### config.mk
export PLATFORM = sky130hd
export DESIGN_NAME = edge_detector_flat
export DESIGN_NICKNAME = d
export VERILOG_FILES = /design/src/rtl/edge_detector_if.sv /design/src/rtl/edge_detector.sv /design/src/flat_wrapper.sv
export SDC_FILE = /design/constraint.sdc
export NUM_CORES = 1
export LEC_CHECK = 0
export CAP_MARGIN = 15
export CORE_MARGIN = 5
export CORE_UTILIZATION = 35
export CTS_CLUSTER_SIZE = 12
export DETAILED_ROUTE_END_ITERATION = 6
export PLACE_DENSITY = 0.55
export REMOVE_ABC_BUFFERS = 1
export SLEW_MARGIN = 15
export SYNTH_ARGS = -nofsm -noshare
export SYNTH_HDL_FRONTEND = slang
export SYNTH_SLANG_ARGS = --single-unit
### constraint.sdc
create_clock -name i_clk -period 2.05 [get_ports i_clk]
set_input_delay 0.5125 -clock i_clk [delete_from_list [all_inputs] [get_ports i_clk]]
set_output_delay 0.5125 -clock i_clk [all_outputs]
set_load 0.02 [all_outputs]
### src/rtl/edge_detector_if.sv
// Command-side bundle of edge_detector: raw level/enable/clear in, filtered level,
// edge pulses and event count out.
interface edge_detector_if #(
  parameter int COUNT_WIDTH = 16
);
  logic                   i_in;
  logic                   i_en;
  logic                   i_clr;
  logic                   o_level;
  logic                   o_posedge;
  logic                   o_negedge;
  logic                   o_edge;
  logic [COUNT_WIDTH-1:0] o_count;

  modport master (
    output i_in, i_en, i_clr,
    input  o_level, o_posedge, o_negedge, o_edge, o_count
  );

  modport slave (
    input  i_in, i_en, i_clr,
    output o_level, o_posedge, o_negedge, o_edge, o_count
  );
endinterface

### src/rtl/edge_detector.sv
// Synchronizes and debounces an asynchronous level, emitting registered one-cycle
// rise/fall/any-edge pulses and a wrapping count of accepted edges.
module edge_detector #(
  parameter int SYNC_STAGES   = 2,
  parameter int FILTER_CYCLES = 4,
  parameter int COUNT_WIDTH   = 16
) (
  input  logic           i_clk,
  input  logic           i_rst,
  edge_detector_if.slave bus
);

  localparam int                FILT_W    = $clog2(FILTER_CYCLES + 1);
  localparam logic [FILT_W-1:0] FILT_LAST = FILT_W'(FILTER_CYCLES - 1);

  logic [SYNC_STAGES-1:0] r_sync;
  logic                   w_sync;
  logic [FILT_W-1:0]      r_filt;
  logic                   r_level;
  logic                   r_posedge;
  logic                   r_negedge;
  logic                   r_edge;
  logic [COUNT_WIDTH-1:0] r_count;

  assign w_sync = r_sync[SYNC_STAGES-1];

  // Metastability chain; runs independently of the enable.
  always_ff @(posedge i_clk or negedge i_rst) begin
    if (!i_rst) begin
      r_sync <= '0;
    end else begin
      r_sync <= {r_sync[SYNC_STAGES-2:0], bus.i_in};
    end
  end

  // Debounce: a differing level must persist FILTER_CYCLES cycles before it toggles r_level.
  always_ff @(posedge i_clk or negedge i_rst) begin
    if (!i_rst) begin
      r_filt    <= '0;
      r_level   <= 1'b0;
      r_posedge <= 1'b0;
      r_negedge <= 1'b0;
      r_edge    <= 1'b0;
    end else if (!bus.i_en) begin
      r_filt    <= '0;
      r_level   <= r_level;
      r_posedge <= 1'b0;
      r_negedge <= 1'b0;
      r_edge    <= 1'b0;
    end else if (w_sync == r_level) begin
      r_filt    <= '0;
      r_level   <= r_level;
      r_posedge <= 1'b0;
      r_negedge <= 1'b0;
      r_edge    <= 1'b0;
    end else if (r_filt < FILT_LAST) begin
      r_filt    <= r_filt + FILT_W'(1);
      r_level   <= r_level;
      r_posedge <= 1'b0;
      r_negedge <= 1'b0;
      r_edge    <= 1'b0;
    end else begin
      r_filt    <= '0;
      r_level   <= ~r_level;
      r_posedge <= ~r_level;
      r_negedge <= r_level;
      r_edge    <= 1'b1;
    end
  end

  // Event counter follows the registered pulse, so it lags o_edge by one cycle; clear wins.
  always_ff @(posedge i_clk or negedge i_rst) begin
    if (!i_rst) begin
      r_count <= '0;
    end else if (bus.i_clr) begin
      r_count <= '0;
    end else if (r_edge) begin
      r_count <= r_count + COUNT_WIDTH'(1);
    end else begin
      r_count <= r_count;
    end
  end

  assign bus.o_level   = r_level;
  assign bus.o_posedge = r_posedge;
  assign bus.o_negedge = r_negedge;
  assign bus.o_edge    = r_edge;
  assign bus.o_count   = r_count;

endmodule

### src/flat_wrapper.sv
// flat-port wrapper written by rule: the top's interface ports become plain ports
module edge_detector_flat 
#(
  parameter int SYNC_STAGES   = 2,
  parameter int FILTER_CYCLES = 4,
  parameter int COUNT_WIDTH   = 16
)
  (i_clk, i_rst, bus_i_in, bus_i_en, bus_i_clr, bus_o_level, bus_o_posedge, bus_o_negedge, bus_o_edge, bus_o_count);
  edge_detector_if #(.COUNT_WIDTH(COUNT_WIDTH)) bus_i ();
  input  logic i_clk;
  input  logic i_rst;
  input wire logic [$bits(bus_i.i_in)-1:0] bus_i_in;
  input wire logic [$bits(bus_i.i_en)-1:0] bus_i_en;
  input wire logic [$bits(bus_i.i_clr)-1:0] bus_i_clr;
  output wire logic [$bits(bus_i.o_level)-1:0] bus_o_level;
  output wire logic [$bits(bus_i.o_posedge)-1:0] bus_o_posedge;
  output wire logic [$bits(bus_i.o_negedge)-1:0] bus_o_negedge;
  output wire logic [$bits(bus_i.o_edge)-1:0] bus_o_edge;
  output wire logic [$bits(bus_i.o_count)-1:0] bus_o_count;
  assign bus_i.i_in = bus_i_in;
  assign bus_i.i_en = bus_i_en;
  assign bus_i.i_clr = bus_i_clr;
  assign bus_o_level = bus_i.o_level;
  assign bus_o_posedge = bus_i.o_posedge;
  assign bus_o_negedge = bus_i.o_negedge;
  assign bus_o_edge = bus_i.o_edge;
  assign bus_o_count = bus_i.o_count;
  edge_detector #(.SYNC_STAGES(SYNC_STAGES), .FILTER_CYCLES(FILTER_CYCLES), .COUNT_WIDTH(COUNT_WIDTH)) u_core (.i_clk(i_clk), .i_rst(i_rst), .bus(bus_i));
endmodule
==> flow_summary_export.csv, run 1 <==
group,metric,value,unit
run_status,status,"finished clean",
sta,setup_viol,0,
finish,fin_util,47.9,%
finish,area_growth,33.0,%
clock_network,tritoncts,"yes",
power,p_total,0.000844,W
synthesis,synth_ff_type,"dfrtp_1",
sta,final_max_slew_viol_count,0,
synthesis,synth_seq_cells,25,
placed_design,place_hpwl,1.62,mm
finish,nets,141,
die,die_h,65.8,µm
job,drv_cap,0,
critical_path,endpoint_kind,"output pin",
global_routing,grt_antenna_before_repair,0,
finish,drive_gt1_share,10.5,%
sta,slew_headroom,78.2,%
detailed_routing,dr_wl_met2,1.06,mm
die,io_pins,25,
critical_path,start_kind,"register",
power,ir_drop,0.329,mV
critical_path,required,1.54,ns
placed_design,place.gp.congestion,0.756,
clock_network,cts_hold_buffers,0,
placed_design,place_area,1420,µm²
placed_design,port_buffers,24,
detailed_routing,dr.max_layer_used,"met4",
synthesis,syn_inst,101,
sta,skew,0.000550,ns
critical_path,crit_slowest_cell,"clkdlybuf4s50_1",
power,power-per-cell-area,582,nW/µm²
synthesis,async_flop_share,100,%
sta,fmax,511,MHz
critical_path,critPathMaxStageDelay,0.65,ns
critical_path,cp_cell_sequence,"clkdlybuf4s50_1",
power,p_leak,0.590,nW
sta,worst_slew_pin_slew,0.324,ns
sta,period_needed,1.96,ns
die,fp-row-count,20,
clock_network,cts_resized,0,
detailed_routing,wl_met3,114,µm
global_routing,grt_pass1_vias,844,
synthesis,syn_avg_cell_area,10.8,µm²
finish,layout_common_cells,"clkdlybuf4s50_1, dfrtp_1, nor2_1",
hold_path,hold_class,"reg -> reg",
clock_network,cts_root_buf,"clkbuf_4",
die,die_x,65.8,µm
finish,num_antenna_cells,0,
sta,rsz0062_at_grt,"false",
synthesis,synth_warnings,0,
clock_network,clock_path_buffers,2,
detailed_routing,wl,2.21,mm
detailed_routing,drt_pass1_iterations,3,
synthesis,synth_area,1090,µm²
die,fp.coreArea,3030,µm²
critical_path,path_class,"reg -> out",
finish,fin_area,1450,µm²
sta,post-route-period-util,95.4,%
critical_path,crit_buf_inv,1,
synthesis,seq_area_frac_synth,57.4,%
global_routing,overflow,0,
clock_network,cts_buffers,3,
clock_network,clock_sinks,25,
global_routing,grt_pass1_wl,3.96,mm
critical_path,arrival,1.44,ns
clock_network,clk_latency,0.30,ns
synthesis,synth-edff-count,0,
clock_network,postCtsSetupBuffers,0,
clock_network,h-tree-depth,1,
detailed_routing,drcViolationCount,0,
detailed_routing,vias,833,
sta,fin_hold_ws,0.369,ns
die,start_util,36.0,%
synthesis,post_synth_num_cell_types,25,
critical_path,cp_top_family,"buffers and inverters",
die,die_area,4330,µm²
detailed_routing,drtAntennaViolNets,0,
detailed_routing,post_drt_via_cell_ratio,4.71,
clock_network,clkTransAtPathRegs,0.13,ns
critical_path,worst-path-max-fanout,6,
detailed_routing,wl_met1,1.02,mm
sta,fin_setup_tns,0,ns
sta,hold_viol,0,
global_routing,grt_util_all_layers,11.7,%
global_routing,grt_max_degree,26,
detailed_routing,wl_per_cell,12.5,µm
detailed_routing,dr.first_iter.drc_count,57,
## Yosys cell counts, types with 2 or more instances
cell     instances  area share, %
dfrtp_1         25             57
nor2_1          13            4.5
xnor2_1          8            6.4
nand2_1          6            2.1
nor3_1           6            2.8
a21oi_1          5            2.3
nand4_1          5            2.9
xor2_1           5            4.0
o21ai_0          4            1.8
nor4_1           3            1.7
or3_1            3            1.7
and2_1           2            1.1
and3_1           2            1.1
ha_1             2            2.3
inv_1            2           0.69
## cells by family after synthesis
logic type               share of synthesized area [%]
adder cells (fa/ha/maj)                           2.30
AO/OA/AOI/OAI                                     6.08
AND/OR/NAND/NOR                                   20.7
XOR/XNOR                                          10.4
multiplexers                                     0.919
buffers and inverters                             2.18
flip-flops                                        57.4
## per-layer routing
layer / vias to the layer above / global-route usage [%]
met5: - / 0
met4: 0 / 4.66
met3: 2 / 2.72
met2: 16 / 18.9
met1: 396 / 15.0
li1: 419 / -
## state kept, by name (all words and copies together), names as in the netlist
name / count
u_core.bus.o_count: 16
u_core.r_filt: 3
u_core.bus.o_edge: 1
u_core.r_sync: 2
u_core.bus.o_negedge: 1
u_core.bus.o_posedge: 1
u_core.bus.o_level: 1
## power breakdown
part	leakage (nW)	switching (W)	internal (W)
combinational	0.234	0.0000507	0.0000458
clock	0.0150	0.000135	0.0000758
sequential	0.341	0.0000226	0.000514
## through the flow
stage | instances | setup slack, ns
floorplan | 98 | 0.209
global placement | 173 | -0.149
detailed placement | 173 | -0.210
CTS | 177 | 0.0188
global route | 177 | 0.00741
finish | 177 | 0.0937
## cell type report
cell class | instances | area (µm²)
inverters | 2 | 7.51
clock buffers | 4 | 26.3
well taps | 44 | 55.1
repair buffers | 31 | 293
multi-input cells | 71 | 440
fillers | 283 | 1580
flip-flops and latches | 25 | 627
## final timing paths
path,to,from,cells past startpoint,slack (ns)
min reg2reg,u_core.r_sync[1]$_DFF_PN0_,u_core.r_sync[0]$_DFF_PN0_,0,0.37
min in group asynchronous,u_core.bus.o_count[5]$_DFFE_PN0P_,i_rst,2,0.55
max reg2reg,u_core.bus.o_count[14]$_DFFE_PN0P_,u_core.bus.o_count[0]$_DFFE_PN0P_,5,0.26
min,u_core.r_sync[1]$_DFF_PN0_,u_core.r_sync[0]$_DFF_PN0_,0,0.37
max in group asynchronous,u_core.bus.o_edge$_DFF_PN0_,i_rst,2,1.25
max,bus_o_count[3],u_core.bus.o_count[3]$_DFFE_PN0P_,1,0.09
Power figures use the tool's default switching activity.
==> run 2: changes to the inputs <==
--- a/config.mk
+++ b/config.mk
@@ -6,11 +6,12 @@
 export NUM_CORES = 1
 export LEC_CHECK = 0
 export CAP_MARGIN = 15
+export CORE_ASPECT_RATIO = 0.75
 export CORE_MARGIN = 5
 export CORE_UTILIZATION = 35
 export CTS_CLUSTER_SIZE = 12
 export DETAILED_ROUTE_END_ITERATION = 6
-export PLACE_DENSITY = 0.55
+export PLACE_DENSITY = 0.57
 export REMOVE_ABC_BUFFERS = 1
 export SLEW_MARGIN = 15
 export SYNTH_ARGS = -nofsm -noshare
==> constraint.sdc (replaced) <==
create_clock -name i_clk -period 1.7 [get_ports i_clk]
set_input_delay 0.425 -clock i_clk [delete_from_list [all_inputs] [get_ports i_clk]]
set_output_delay 0.425 -clock i_clk [all_outputs]
set_load 0.02 [all_outputs]
==> flow_summary_export.csv, run 2 (same netlist as run 1, synthesis figures left out) <==
group,metric,value,unit
global_routing,grt_pass1_wl,4.04,mm
sta,hold_viol,0,
power,p_leak,0.740,nW
global_routing,overflow,0,
sta,fin_setup_tns,0,ns
finish,drive_gt1_share,17.9,%
finish,fin_util,51.2,%
detailed_routing,drt_pass1_iterations,4,
run_status,status,"finished clean",
finish,fillers,296,
sta,slew_headroom,77.3,%
placed_design,place_area,1450,µm²
detailed_routing,dr.first_iter.drc_count,37,
placed_design,place_hpwl,1.70,mm
job,drv_cap,0,
critical_path,arrival,1.90,ns
placed_design,placed_cells,172,
detailed_routing,vias,882,
critical_path,path_class,"reg -> reg",
global_routing,grt_antenna_before_repair,0,
die,start_util,36.9,%
clock_network,clkTransAtPathRegs,0.08,ns
finish,nets,148,
finish,num_antenna_cells,0,
clock_network,clock_sinks,25,
detailed_routing,post_drt_via_cell_ratio,4.96,
clock_network,cts_buffers,3,
die,fp.coreArea,2960,µm²
detailed_routing,wl_per_cell,14.0,µm
global_routing,grt_util_all_layers,12.5,%
clock_network,cts_hold_buffers,0,
global_routing,grt_busiest_layer,"met1",
clock_network,cts_root_buf,"clkbuf_8",
finish,layout_common_cells,"dfrtp_1, dlygate4sd2_1, buf_4",
sta,setup_viol,0,
die,fp-row-count,17,
clock_network,clock_path_buffers,2,
die,die_h,58.3,µm
sta,skew,0.00454,ns
finish,regArea,626,µm²
clock_network,tritoncts,"yes",
hold_path,hold_class,"reg -> reg",
finish,largest_reg_flops,16,
finish,final_cells,178,
sta,worst_slew_pin_slew,0.338,ns
critical_path,endpoint_kind,"register",
power,p_total,0.00110,W
global_routing,met2_usage,16.1,%
sta,fmax,592,MHz
critical_path,worst-path-max-fanout,2,
finish,multi_input_area,462,µm²
die,die_x,74.4,µm
die,die_area,4340,µm²
sta,period_needed,1.69,ns
placed_design,place.gp.congestion,0.789,
detailed_routing,drcViolationCount,0,
finish,layout_commonest_cell,"dfrtp_1",
detailed_routing,drtAntennaViolNets,0,
detailed_routing,wl,2.49,mm
power,power-per-cell-area,730,nW/µm²
global_routing,met1_usage,18.0,%
placed_design,port_buffers,24,
sta,post-route-period-util,99.3,%
finish,fin_area,1510,µm²
sta,final_max_slew_viol_count,0,
critical_path,start_kind,"register",
global_routing,grtUsageMet3,4.61,%
critical_path,required,1.91,ns
power,ir_drop,0.558,mV
clock_network,h-tree-depth,1,
die,io_pins,25,
finish,area_growth,38.8,%
clock_network,clk_latency,0.27,ns
global_routing,grt_pass1_vias,846,
sta,rsz0062_at_grt,"true",
global_routing,grt_max_degree,26,
-- run 2: where the power goes --
group | switching (W) | internal (W)
clock | 0.000184 | 0.000168
sequential | 0.0000254 | 0.000619
combinational | 0.0000625 | 0.0000453
-- run 2: cell type report --
| class | instances | share of cell area, % |
|---|---|---|
| clock buffer | 4 | 2.98 |
| sequential | 25 | 41.4 |
| multi-input combinational | 71 | 30.5 |
| inverter | 2 | 0.496 |
| timing repair buffer | 38 | 21.5 |
| tap | 38 | 3.14 |
-- run 2: worst paths after layout --
check / endpoint / start / cells past startpoint / slack (ns)
max in group asynchronous: u_core.bus.o_count[13]$_DFFE_PN0P_ / i_rst / 2 / 0.94
min in group asynchronous: u_core.bus.o_count[0]$_DFFE_PN0P_ / i_rst / 2 / 0.52
setup / recovery: u_core.bus.o_count[14]$_DFFE_PN0P_ / u_core.bus.o_count[0]$_DFFE_PN0P_ / 5 / 0.01
hold / removal: u_core.r_sync[1]$_DFF_PN0_ / u_core.r_sync[0]$_DFF_PN0_ / 0 / 0.35
hold reg to reg: u_core.r_sync[1]$_DFF_PN0_ / u_core.r_sync[0]$_DFF_PN0_ / 0 / 0.35
setup reg to reg: u_core.bus.o_count[14]$_DFFE_PN0P_ / u_core.bus.o_count[0]$_DFFE_PN0P_ / 5 / 0.01
-- run 2: critical path: stages (launching register included) --
cell	delay (ns)
dfrtp_1	0.36
ha_2	0.20
o211ai_2	0.11
or4_4	0.50
or3_4	0.34
a21oi_2	0.11
-- run 2: layer usage --
| metal | up-vias | part of all wire, % |
|---|---|---|
| li1 | 430 | - |
| met1 | 425 | 48 |
| met2 | 22 | 42 |
| met3 | 5 | 7.6 |
| met4 | 0 | 2.1 |
| met5 | - | 0 |
-- run 2: per-stage QoR --
step / hold slack [ns] / worst slack, ns
after detailed placement: 0.336 / -0.435
final: 0.354 / 0.0119
after CTS: 0.356 / 0.0108
after global placement: 0.334 / -0.401
after floorplan: 0.129 / -0.141
after global routing: 0.380 / -0.0535
-- run 2: repair_timing --
item | in CTS | in global routing
setup buffers | 1 | 1
pin swaps | 1 | 2
setup endpoints to repair | 21 | 3
resized for setup | 19 | 5
hold endpoints to repair | 0 | 0
==> run 3: changes to the inputs <==
--- a/config.mk
+++ b/config.mk
@@ -9,6 +9,7 @@
 export CORE_ASPECT_RATIO = 0.75
 export CORE_MARGIN = 5
 export CORE_UTILIZATION = 35
+export CTS_BUF_LIST = sky130_fd_sc_hd__clkbuf_4
 export CTS_CLUSTER_SIZE = 12
 export DETAILED_ROUTE_END_ITERATION = 6
 export PLACE_DENSITY = 0.57
==> flow_summary_export.csv, run 3 (same netlist as run 1, synthesis figures left out) <==
group,metric,value,unit
global_routing,grt_pass1_vias,853,
sta,setup_viol,0,
die,io_pins,25,
sta,final_max_slew_viol_count,0,
global_routing,grt_pass1_wl,4.01,mm
detailed_routing,drtAntennaViolNets,0,
clock_network,clock_path_buffers,2,
finish,area_growth,37.2,%
die,fp-row-count,17,
clock_network,cts_root_buf,"clkbuf_4",
run_status,status,"finished clean",
critical_path,endpoint_kind,"register",
finish,drive_gt1_share,20.7,%
sta,skew,0.00276,ns
die,fp.coreArea,2960,µm²
die,die_x,74.4,µm
global_routing,grt_max_degree,26,
detailed_routing,drt_pass1_iterations,4,
critical_path,cp_top_family,"simple AND/OR/NAND/NOR gates",
critical_path,required,1.96,ns
sta,fin_hold_ws,0.365,ns
detailed_routing,post_drt_via_cell_ratio,4.94,
critical_path,crit_buf_inv,0,
finish,num_antenna_cells,0,
power,net-switching-power,0.000264,W
power,intPower,0.000772,W
sta,worst_slew_pin_slew,0.350,ns
die,start_util,36.9,%
job,drv_cap,0,
critical_path,critPathMaxStageDelay,0.50,ns
clock_network,clock_sinks,25,
placed_design,placed_cells,172,
detailed_routing,wl_per_cell,14.3,µm
detailed_routing,vias,879,
power,ir_drop,0.399,mV
critical_path,start_kind,"register",
clock_network,tritoncts,"yes",
sta,period_needed,1.70,ns
power,p_leak,0.727,nW
global_routing,overflow,0,
hold_path,hold_class,"reg -> reg",
sta,post-route-period-util,99.9,%
power,power_frac_seq,62.3,%
clock_network,clkTransAtPathRegs,0.14,ns
power,power-per-cell-area,693,nW/µm²
critical_path,worst-path-max-fanout,2,
finish,final_cells,178,
finish,layout_commonest_cell,"dfrtp_1",
placed_design,place.gp.congestion,0.789,
global_routing,grt_antenna_before_repair,0,
sta,slew_headroom,76.6,%
die,die_h,58.3,µm
detailed_routing,drcViolationCount,0,
critical_path,path_class,"reg -> reg",
detailed_routing,wl,2.54,mm
critical_path,crit_slowest_cell,"or4_4",
clock_network,clk_latency,0.31,ns
global_routing,grt_util_all_layers,11.9,%
power,p_clk_share,27.4,%
clock_network,cts_buffers,3,
power,comb_power_share,10.4,%
placed_design,place_hpwl,1.70,mm
finish,fin_util,50.6,%
sta,hold_viol,0,
finish,nets,148,
finish,layout_common_cells,"dfrtp_1, dlygate4sd2_1, buf_4",
placed_design,port_buffers,24,
power,swShare,25.5,%
finish,largest_reg_flops,16,
detailed_routing,dr.first_iter.drc_count,46,
critical_path,arrival,1.96,ns
sta,rsz0062_at_grt,"true",
sta,fmax,589,MHz
clock_network,h-tree-depth,1,
die,die_area,4340,µm²
critical_path,cp_cell_sequence,"ha_2, o211ai_2, or4_4, or3_4, a21oi_2",
-- run 3: cell type report --
| type | instances | area [µm²] |
|---|---|---|
| fill | 292 | 1460 |
| sequential | 25 | 627 |
| multi-input combinational | 71 | 468 |
| timing repair buffer | 38 | 315 |
| tap | 38 | 47.5 |
| clock buffer | 4 | 30.0 |
| inverter | 2 | 7.51 |
-- run 3: metrics by stage --
| stage | total power (W) | TNS (ns) | instance area, µm² | worst slack (ns) |
|---|---|---|---|---|
| after floorplan | 0.000705 | -0.141 | 1070 | -0.141 |
| after global placement | 0.000773 | -2.30 | 1450 | -0.401 |
| after detailed placement | 0.000774 | -2.42 | 1450 | -0.435 |
| after CTS | 0.00105 | 0 | 1470 | 0.00891 |
| after global routing | 0.00109 | -0.0514 | 1500 | -0.0514 |
| final | 0.00104 | 0 | 1500 | 0.00232 |
-- run 3: path summary, 6_finish.rpt --
path	from	endpoint	slack, ns	cells after the start
min	u_core.r_sync[0]$_DFF_PN0_	u_core.r_sync[1]$_DFF_PN0_	0.37	0
min in group asynchronous	i_rst	u_core.bus.o_count[0]$_DFFE_PN0P_	0.46	2
max reg2reg	u_core.bus.o_count[0]$_DFFE_PN0P_	u_core.bus.o_count[14]$_DFFE_PN0P_	0.002	5
min reg2reg	u_core.r_sync[0]$_DFF_PN0_	u_core.r_sync[1]$_DFF_PN0_	0.37	0
max in group asynchronous	i_rst	u_core.bus.o_edge$_DFF_PN0_	0.98	2
max	u_core.bus.o_count[0]$_DFFE_PN0P_	u_core.bus.o_count[14]$_DFFE_PN0P_	0.002	5
-- run 3: per-layer routing --
metal  up-vias  part of all wire [%]  track usage, %
met5         -                     0               0
met4         0                  0.51            2.03
met3         2                   6.8            4.61
met2        22                    43            16.4
met1       426                    50            17.9
li1        429                     -               -
-- run 3: what timing repair did --
action | 4_1_cts | 5_1_grt
buffers inserted | 1 | 1
endpoints found under the setup margin | 22 | 3
gates cloned | 0 | 0
resized for setup | 23 | 7
pin swaps | 1 | 2
hold buffers | 0 | 0
-- run 3: worst register-to-register path, cell delays in order (launching register included) --
cell	delay (ns)
dfrtp_1	0.38
ha_2	0.20
o211ai_2	0.11
or4_4	0.50
or3_4	0.34
a21oi_2	0.11
-- run 3: power groups by stage --
stage          Clock (W)  Sequential, W  Combinational, W
6_report        0.000284       0.000645          0.000108
5_1_grt         0.000315       0.000650          0.000120
3_3_place_gp           0       0.000657          0.000116
3_5_place_dp           0       0.000657          0.000117
2_1_floorplan          0       0.000668         0.0000369
4_1_cts         0.000290       0.000646          0.000109
